`src/rtl/ppx_freq_scheduler_if.sv`:
```
// Frequency-word stream carrying the next words to be applied on ppx edges.
//   tdata  : frequency word
//   tvalid : tdata holds a word
//   tready : the scheduler can accept a word this cycle
// master = word producer, slave = ppx_freq_scheduler.
interface ppx_freq_scheduler_if #(
    parameter int unsigned WIDTH = 32
) ();
    logic [WIDTH-1:0] tdata;
    logic             tvalid;
    logic             tready;

    modport master (output tdata, output tvalid, input tready);
    modport slave  (input tdata, input tvalid, output tready);
endinterface

```
`src/rtl/ppx_freq_scheduler.sv`:
```
// Queues frequency words and applies the next one on each enabled rising edge
// of a ppx pulse; flags and counts edges that find the queue empty.
//   clk, reset       : clock, synchronous active-high reset
//   en               : allow ppx edges to be consumed
//   ppx              : pulse/level from the ppx generator, any duty cycle
//   clear            : synchronous flush of the queue and the underflow flags
//   s                : word stream in (tdata/tvalid/tready)
//   freq_out         : currently applied frequency word
//   freq_strobe      : one-cycle pulse after freq_out is updated
//   underflow        : sticky, an enabled edge found the queue empty
//   fill             : queue occupancy, 0..2**DEPTH_LOG2
//   underflow_count  : saturating count of underflow events
module ppx_freq_scheduler #(
    parameter int unsigned      WIDTH      = 32,
    parameter int unsigned      DEPTH_LOG2 = 3,
    parameter logic [WIDTH-1:0] INIT_FREQ  = '0
) (
    input  logic                  clk,
    input  logic                  reset,
    input  logic                  en,
    input  logic                  ppx,
    input  logic                  clear,
    ppx_freq_scheduler_if.slave   s,
    output logic [WIDTH-1:0]      freq_out,
    output logic                  freq_strobe,
    output logic                  underflow,
    output logic [DEPTH_LOG2:0]   fill,
    output logic [15:0]           underflow_count
);

    localparam int unsigned DEPTH  = 1 << DEPTH_LOG2;
    localparam int unsigned FILL_W = DEPTH_LOG2 + 1;
    localparam int unsigned PTR_W  = DEPTH_LOG2;
    localparam logic [15:0] CNT_MAX = 16'hFFFF;

    logic [WIDTH-1:0] mem [DEPTH];
    logic [PTR_W-1:0] wr_ptr;
    logic [PTR_W-1:0] rd_ptr;
    logic             ppx_r;
    logic             ppx_d;
    logic             ppx_edge;
    logic             fire;
    logic             push;
    logic             pop;
    logic             miss;

    // Ready only with room, and never while reset or clear is asserted.
    assign s.tready = (fill < FILL_W'(DEPTH)) && !reset && !clear;

    // Edge qualification; a push into an empty queue is never bypassed to the output.
    always_comb begin
        ppx_edge = 1'b0;
        fire     = 1'b0;
        push     = 1'b0;
        pop      = 1'b0;
        miss     = 1'b0;
        ppx_edge = ppx_r & ~ppx_d;
        fire     = ppx_edge & en & ~clear;
        push     = s.tvalid & s.tready;
        pop      = fire & (fill != '0);
        miss     = fire & (fill == '0);
    end

    // Input sample register; keeps tracking ppx through reset so a level that is
    // already high at reset release is seen as an edge in the first cycle.
    always_ff @(posedge clk) begin
        ppx_r <= ppx;
    end

    // Word storage; push is already suppressed by reset and clear through tready.
    always_ff @(posedge clk) begin
        if (push) begin
            mem[wr_ptr] <= s.tdata;
        end
    end

    // Queue pointers, occupancy, applied word and underflow bookkeeping.
    always_ff @(posedge clk) begin
        if (reset) begin
            ppx_d           <= 1'b0;
            freq_out        <= INIT_FREQ;
            freq_strobe     <= 1'b0;
            underflow       <= 1'b0;
            underflow_count <= '0;
            fill            <= '0;
            wr_ptr          <= '0;
            rd_ptr          <= '0;
        end else begin
            ppx_d       <= ppx_r;
            freq_strobe <= pop;
            if (clear) begin
                underflow       <= 1'b0;
                underflow_count <= '0;
                fill            <= '0;
                wr_ptr          <= '0;
                rd_ptr          <= '0;
            end else begin
                if (push) begin
                    wr_ptr <= wr_ptr + PTR_W'(1);
                end
                if (pop) begin
                    freq_out <= mem[rd_ptr];
                    rd_ptr   <= rd_ptr + PTR_W'(1);
                end
                unique case ({push, pop})
                    2'b10:   fill <= fill + FILL_W'(1);
                    2'b01:   fill <= fill - FILL_W'(1);
                    default: fill <= fill;
                endcase
                if (miss) begin
                    underflow <= 1'b1;
                    if (underflow_count != CNT_MAX) begin
                        underflow_count <= underflow_count + 16'd1;
                    end
                end
            end
        end
    end

endmodule

```
`src/flat_wrapper.sv`:
```
// flat-port wrapper written by rule: the top's interface ports become plain ports
module ppx_freq_scheduler_flat 
#(
    parameter int unsigned      WIDTH      = 32,
    parameter int unsigned      DEPTH_LOG2 = 3,
    parameter logic [WIDTH-1:0] INIT_FREQ  = '0
)
  (clk, reset, en, ppx, clear, freq_out, freq_strobe, underflow, fill, underflow_count, s_tdata, s_tvalid, s_tready);
  ppx_freq_scheduler_if #(.WIDTH(WIDTH)) s_i ();
  input  logic clk;
  input  logic reset;
  input  logic en;
  input  logic ppx;
  input  logic clear;
  output logic [WIDTH-1:0] freq_out;
  output logic freq_strobe;
  output logic underflow;
  output logic [DEPTH_LOG2:0] fill;
  output logic [15:0] underflow_count;
  input wire logic [$bits(s_i.tdata)-1:0] s_tdata;
  input wire logic [$bits(s_i.tvalid)-1:0] s_tvalid;
  output wire logic [$bits(s_i.tready)-1:0] s_tready;
  assign s_i.tdata = s_tdata;
  assign s_i.tvalid = s_tvalid;
  assign s_tready = s_i.tready;
  ppx_freq_scheduler #(.WIDTH(WIDTH), .DEPTH_LOG2(DEPTH_LOG2), .INIT_FREQ(INIT_FREQ)) u_core (.clk(clk), .reset(reset), .en(en), .ppx(ppx), .clear(clear), .s(s_i), .freq_out(freq_out), .freq_strobe(freq_strobe), .underflow(underflow), .fill(fill), .underflow_count(underflow_count));
endmodule
```
`config.mk`:
```
export PLATFORM = sky130hd
export DESIGN_NAME = ppx_freq_scheduler_flat
export DESIGN_NICKNAME = d
export VERILOG_FILES = /design/src/rtl/ppx_freq_scheduler_if.sv /design/src/rtl/ppx_freq_scheduler.sv /design/src/flat_wrapper.sv
export SDC_FILE = /design/constraint.sdc
export NUM_CORES = 1
export LEC_CHECK = 0
export ABC_AREA = 0
export CORE_MARGIN = 4
export CORE_UTILIZATION = 38
export CTS_CLUSTER_SIZE = 25
export DETAILED_ROUTE_END_ITERATION = 8
export PLACE_DENSITY_LB_ADDON = 0.1
export SYNTH_ARGS = -nofsm -noshare
export SYNTH_HDL_FRONTEND = slang
export SYNTH_SLANG_ARGS = --single-unit
export TNS_END_PERCENT = 50
```
`constraint.sdc`:
```
create_clock -name clk -period 4.25 [get_ports clk]
set_input_delay 0.85 -clock clk [delete_from_list [all_inputs] [get_ports clk]]
set_output_delay 0.85 -clock clk [all_outputs]
set_load 0.02 [all_outputs]
```
==> flow_summary.ini, run 1 <==
[status]
run_status = finished clean

[cts]
cts_repair_resize_count = 0
cts_made_buffers = 36
postCtsSetupRepairBufs = 0
post_cts_hold_buffer_count = 0
clk_pin_slew_worst_paths_ns = 0.05
tritoncts = done
clkLatencyLatePin_ns = 0.51
ctsRootBufferMaster = sky130_fd_sc_hd__clkbuf_16
h_tree_depth = 2
tritoncts_num_sinks = 318
cts-root-to-sink-buffers = 3

[final_layout]
fraction_of_final_layout_cells_sized_beyond_drive_strength_1_pct = 19.6
antenna_cells_inserted = 0
finalNetCount = 816
fin_cells = 1202
layout-area-overhead-vs-synth_pct = 21.7

[sta]
fin_setup_tns_ns = 0
setup_viol_count_final = 0
final_critical_path_required_period_ns = 3.21
slew_viol_final = 0
max-slew-margin-rel_pct = 28.6
max_freq_mhz = 312
rsz0062_at_grt = no
tightestPinTransition_ns = 1.07
hold_violations = 0
timing.final.crit_share_pct = 75.5
worst_clock_skew_ns = 0.0210

[logic_synthesis]
post_synth_inst_count = 659
ys_dominant_reg_cell = sky130_fd_sc_hd__edfxtp_1
avg_synthesized_cell_area_sq_um = 18.5
leading_cell_types_by_count_after_synthesis = 256 x sky130_fd_sc_hd__edfxtp_1, 64 x sky130_fd_sc_hd__mux4_2, 62 x sky130_fd_sc_hd__dfxtp_1, 53 x sky130_fd_sc_hd__nor2_1, 36 x sky130_fd_sc_hd__mux2i_1
portion_of_synthesized_cell_area_occupied_by_the_leading_cell_type_pct = 63.1
yosysMostFrequentCell = sky130_fd_sc_hd__edfxtp_1
ys_ff_latch = 318
synth_edf_count = 256
synth-seq-area-share_pct = 73.3
synth_top_area_cells = sky130_fd_sc_hd__edfxtp_1 63%, sky130_fd_sc_hd__mux4_2 12%, sky130_fd_sc_hd__dfxtp_1 10%, sky130_fd_sc_hd__mux2i_1 3.0%, sky130_fd_sc_hd__a211oi_1 2.0%
ys_types = 45
syn-num-nets = 703
synth_top_cell_by_area = sky130_fd_sc_hd__edfxtp_1
ys_async_sr_fraction_pct = 0
synth_area_sq_mm = 0.0122
yosys_warning_total = 0

[job]
max-cap-violations = 0

[power_and_ir_drop]
power-per-cell-area_mw_per_mm2 = 441
vdd.ir_drop.worst_mv = 0.217
power_leakage_uw = 0.00451

[setup_path]
reg2reg_depth = 10
criticalPathCategory = in2out
critical_path.reg2reg.startpoint = u_core.fill[0]
start_kind = input pin
critPathMaxFanout = 6
regToRegEndpoint = u_core.fill[2]
worst_ep_required_time_ns = 3.40
cp.arrival_ns = 2.36
critical_path.startpoint = clear
timing.critical_path.to = s_tready
r2r_slack_ns = 1.68
critical_path.endpoint_type = output port

[hold_path]
holdCritPathClass = reg2reg

[global_routing]
grt_remaining_overflow = 0
antenna_found_initial = 0
grt_use_total_pct = 14.4
wire_length_of_the_first_global_routing_pass_mm = 39.6
vias_in_the_first_global_route = 6723
grt_max_degree = 67

[route]
drt_pre_antenna_iters = 7
avgRoutedWirePerCell_um = 21.0
vias_per_cell = 5.31
via_count = 6377
postRouteAntennaNets = 0
drt_iter0_markers = 360
drt_drc_violations_left = 0
route.final.wire_length_mm = 25.2

[die]
die_w_um = 187
std_cell_rows = 65
total_die_area_sq_mm = 0.0350
floorplan.die.height_um = 187
start_util_pct = 38.6
top_level_ports = 93
placeableCoreArea_sq_mm = 0.0316

[place]
buffer_ports.inserted = 92
gp_routability_congestion = 0.766
hpwlAfterDp_mm = 15.7
dpl.cell_count = 1136
worst min path at each step:
stage | from | endpoint | slack, ns | depth (start not counted)
3_3_place_gp | u_core.underflow | u_core.underflow | 0.47 | 2
2_1_floorplan | u_core.ppx_r | u_core.ppx_d | 0.44 | 1
5_1_grt | u_core.ppx_r | u_core.ppx_d | 0.50 | 1
3_5_place_dp | u_core.underflow | u_core.underflow | 0.47 | 2
4_1_cts | u_core.underflow | u_core.underflow | 0.48 | 2
6_report | u_core.underflow | u_core.underflow | 0.47 | 2
critical path, stage by stage:
cell and delay (ns):
sky130_fd_sc_hd__clkdlybuf4s50_1 0.48, sky130_fd_sc_hd__or2_2 0.32, sky130_fd_sc_hd__nor2_1 0.09, sky130_fd_sc_hd__clkdlybuf4s50_1 0.61
sequential cells by signal, indices dropped and copies added, names as in the netlist:
name,count
u_core.ppx_r,1
u_core.freq_strobe,1
u_core.mem,256
u_core.wr_ptr,3
u_core.underflow,1
u_core.rd_ptr,3
u_core.ppx_d,1
u_core.fill,4
u_core.freq_out,32
u_core.underflow_count,16
per-stage QoR:
stage	hold WS (ns)	cell area (sq um)	power (uW)	utilization, %	setup WS (ns)
3_5_place_dp	0.467	13600	3590	43.3	0.828
5_1_grt	0.503	14800	6790	47.0	0.987
4_1_cts	0.482	14800	6630	47.0	1.02
6_report	0.475	14800	6530	47.0	1.04
2_1_floorplan	0.444	12200	3500	-	0.116
3_3_place_gp	0.470	13600	3580	43.3	0.864
layout by cell type, fill, tap and decap left out, drive strengths merged, types with 3 or more instances in the layout:
cell type,instances
edfxtp,256
clkdlybuf4s50,91
mux4,64
dfxtp,62
clkbuf,58
nor2,53
mux2i,36
a211oi,32
buf,21
nand2,18
a21oi,16
or4,8
o31ai,7
o21ai,7
or3,7
nand3,6
ha,6
xor2,5
nand4,5
clkinv,5
and4,4
and3,3
nor4,3
final cells by class:
| class | instances | area (sq um) |
|---|---|---|
| inverters | 1 | 3.75 |
| clock inverters | 8 | 105 |
| fillers | 2694 | 16700 |
| clock buffers | 58 | 1070 |
| flip-flops and latches | 318 | 8940 |
| well taps | 402 | 503 |
| multi-input cells | 303 | 3100 |
| repair buffers | 112 | 1100 |
kinds of logic after synthesis:
kind of cell | Yosys count | share of synthesized area, %
xor gates and xnor gates | 7 | 0.503
buffers and inverters | 38 | 1.74
muxes | 100 | 14.8
AOI/OAI and AO/OA | 68 | 3.77
and+or+nand+nor | 122 | 5.27
adders and majority gates | 6 | 0.616
DFF | 318 | 73.3
per-layer routing:
metal | vias to the layer above | GRT usage, % | part of all wire, %
met5 | - | 0 | 0
met4 | 0 | 3.78 | 1.8
met3 | 38 | 2.58 | 3.8
met2 | 140 | 25.4 | 52
met1 | 3290 | 18.4 | 43
li1 | 2909 | - | -
where the power goes:
part | total [uW] | switching (uW) | internal, uW | leakage, uW
Clock | 3010 | 1170 | 1850 | 0.000571
Sequential | 3380 | 6.34 | 3380 | 0.00281
Combinational | 135 | 78.0 | 56.8 | 0.00113
(Power assumes the default switching activity.)
==> run 2, diff against run 1 <==
Clock period 4.25 ns to 3 ns, I/O delays scaled along.
==> run 2 against run 1 <==
Against the previous run: worst setup slack got worse by 0.79 ns; combinational power grew 44%; final area rose by 0.81%; non-clock buffer count grew 11; clock skew decreased by 0.0029 ns; sequential share of layout area shrank 0.48 points; final cell count rose by 0.75%; critical path depth is the same; power grew 41%; register-to-register slack worse by 1.3 ns; worst hold slack got worse by 0.0092 ns; critical path type unchanged; highest routed layer is now met5.
==> flow_summary.ini, run 2 (same netlist as run 1, synthesis figures left out) <==
[status]
run_status = finished clean

[cts]
h_tree_depth = 2
cts_repair_resize_count = 0
ctsRootBufferMaster = sky130_fd_sc_hd__clkbuf_16
tritoncts_num_sinks = 318
clkLatencyLatePin_ns = 0.52
postCtsSetupRepairBufs = 0
cts-root-to-sink-buffers = 3
cts_made_buffers = 35
post_cts_hold_buffer_count = 0
tritoncts = done
clk_pin_slew_worst_paths_ns = 0.06

[place]
preCtsSetupSlack_ns = 0.0310
hpwlAfterDp_mm = 15.5
buffer_ports.inserted = 92
gp_routability_congestion = 0.783

[sta]
rsz0062_at_grt = no
fin_setup_tns_ns = 0
setup_viol_count_final = 0
max-slew-margin-rel_pct = 53.4
timing.final.crit_share_pct = 91.5
timing.final.ws_setup_ns = 0.255
worst_clock_skew_ns = 0.0181
hold_violations = 0
final_critical_path_required_period_ns = 2.74
slew_viol_final = 0
max_freq_mhz = 364
tightestPinTransition_ns = 0.699

[final_layout]
final_common_cell = sky130_fd_sc_hd__edfxtp_1
antenna_cells_inserted = 0
largestRegisters = u_core.mem x256, u_core.freq_out x32, u_core.underflow_count x16
final_cell_mix = 256 x sky130_fd_sc_hd__edfxtp_1, 91 x sky130_fd_sc_hd__clkdlybuf4s50_1, 64 x sky130_fd_sc_hd__mux4_2
layout-area-overhead-vs-synth_pct = 22.7
finalNetCount = 826
max_flop_register = u_core.mem
final_core_util_pct = 47.3
largest_register_ff_count = 256
fraction_of_final_layout_cells_sized_beyond_drive_strength_1_pct = 21.1

[die]
total_die_area_sq_mm = 0.0350
floorplan.die.height_um = 187
die_w_um = 187
top_level_ports = 93
start_util_pct = 38.6
placeableCoreArea_sq_mm = 0.0316
std_cell_rows = 65

[global_routing]
grt_max_degree = 53
vias_in_the_first_global_route = 6775
wire_length_of_the_first_global_routing_pass_mm = 40.3
grt_use_total_pct = 14.8
grt_remaining_overflow = 0
antenna_found_initial = 1

[setup_path]
critical_path_depth = 4
cp.arrival_ns = 2.14
critical_path_cell_with_the_highest_stage_delay = sky130_fd_sc_hd__clkdlybuf4s50_1
cell_occurring_most_often_along_the_worst_timing_path = sky130_fd_sc_hd__clkdlybuf4s50_1
critical_path.max_stage_delay_ns = 0.61
critical_path.reg2reg.startpoint = u_core.fill[3]
reg2reg_depth = 8
criticalPathCategory = in2out
critical_path.startpoint = clear
crit_path_cell_trace = clkdlybuf4s50_1 > or2_2 > nor2_1 > clkdlybuf4s50_1
critical_path_buf_inv_count = 2
worst_ep_required_time_ns = 2.40
critical_path.endpoint_type = output port
critPathMaxFanout = 6
cpLargestDelayFamily = buffers and inverters
start_kind = input pin

[job]
max-cap-violations = 0

[route]
vias_per_cell = 5.30
route.final.wire_length_mm = 25.9
via_count = 6421
avgRoutedWirePerCell_um = 21.4
drt_iter0_markers = 365
drt_drc_violations_left = 0
drt_pre_antenna_iters = 4
postRouteAntennaNets = 0

[hold_path]
hold_start = reset
worst_hold_path.num_cells = 2
holdCritPathClass = in2reg

[power_and_ir_drop]
vdd.ir_drop.worst_mv = 0.399
total_design_power_uw = 9210
power-per-cell-area_mw_per_mm2 = 617
power_leakage_uw = 0.00458
==> run 2: changes by cell type in the layout (fill, tap and decap cells not counted), moves of 2 or more <==
cell / change
sky130_fd_sc_hd__clkbuf_16: -2
sky130_fd_sc_hd__buf_4: +7
sky130_fd_sc_hd__clkbuf_1: -10
sky130_fd_sc_hd__buf_12: +4
sky130_fd_sc_hd__clkinv_2: +4
sky130_fd_sc_hd__clkinv_1: +5
==> run 2: routing by layer <==
metal	GRT usage, %	part of all wire (%)
met1	20.3	44
met2	24.2	48
met3	3.02	5.4
met4	4.10	2.1
met5	0	0.050
==> run 2: worst paths after layout <==
check                                      endpoint  slack (ns)
worst max-delay path                       s_tready        0.26
worst max register to register       u_core.fill[3]        0.39
worst min-delay path            u_core.freq_out[27]        0.47
worst min register to register     u_core.underflow        0.48
==> run 2: layout make-up <==
type / count / area [sq um]
Fill cell: 2672 / 16600
Sequential cell: 318 / 8940
Multi-Input combinational cell: 303 / 3110
Timing Repair Buffer: 123 / 1240
Clock buffer: 46 / 978
Tap cell: 402 / 503
Clock inverter: 18 / 174
Inverter: 1 / 3.75
==> run 2: stage by stage <==
step / area (sq um) / instances / hold WS (ns)
global route: 14900 / 1211 / 0.478
floorplan: 12200 / 659 / 0.444
detailed placement: 13800 / 1147 / 0.468
finish: 14900 / 1211 / 0.466
global placement: 13800 / 1147 / 0.454
CTS: 14900 / 1211 / 0.448
==> run 2: report_power, final <==
group	total, uW	internal, uW	switching [uW]
logic	194	83.6	111
clock network	4230	2560	1670
registers	4790	4780	9.31
==> run 2: worst reg2reg max path, cell delays in order (launching register included) <==
cell and delay [ns]:
sky130_fd_sc_hd__dfxtp_1 0.39, sky130_fd_sc_hd__or4_4 0.59, sky130_fd_sc_hd__nand2_2 0.12, sky130_fd_sc_hd__inv_2 0.06, sky130_fd_sc_hd__ha_1 0.40, sky130_fd_sc_hd__nor4bb_1 0.43
sky130_fd_sc_hd__o21ai_0 0.20, sky130_fd_sc_hd__a21o_2 0.22, sky130_fd_sc_hd__a21oi_1 0.13
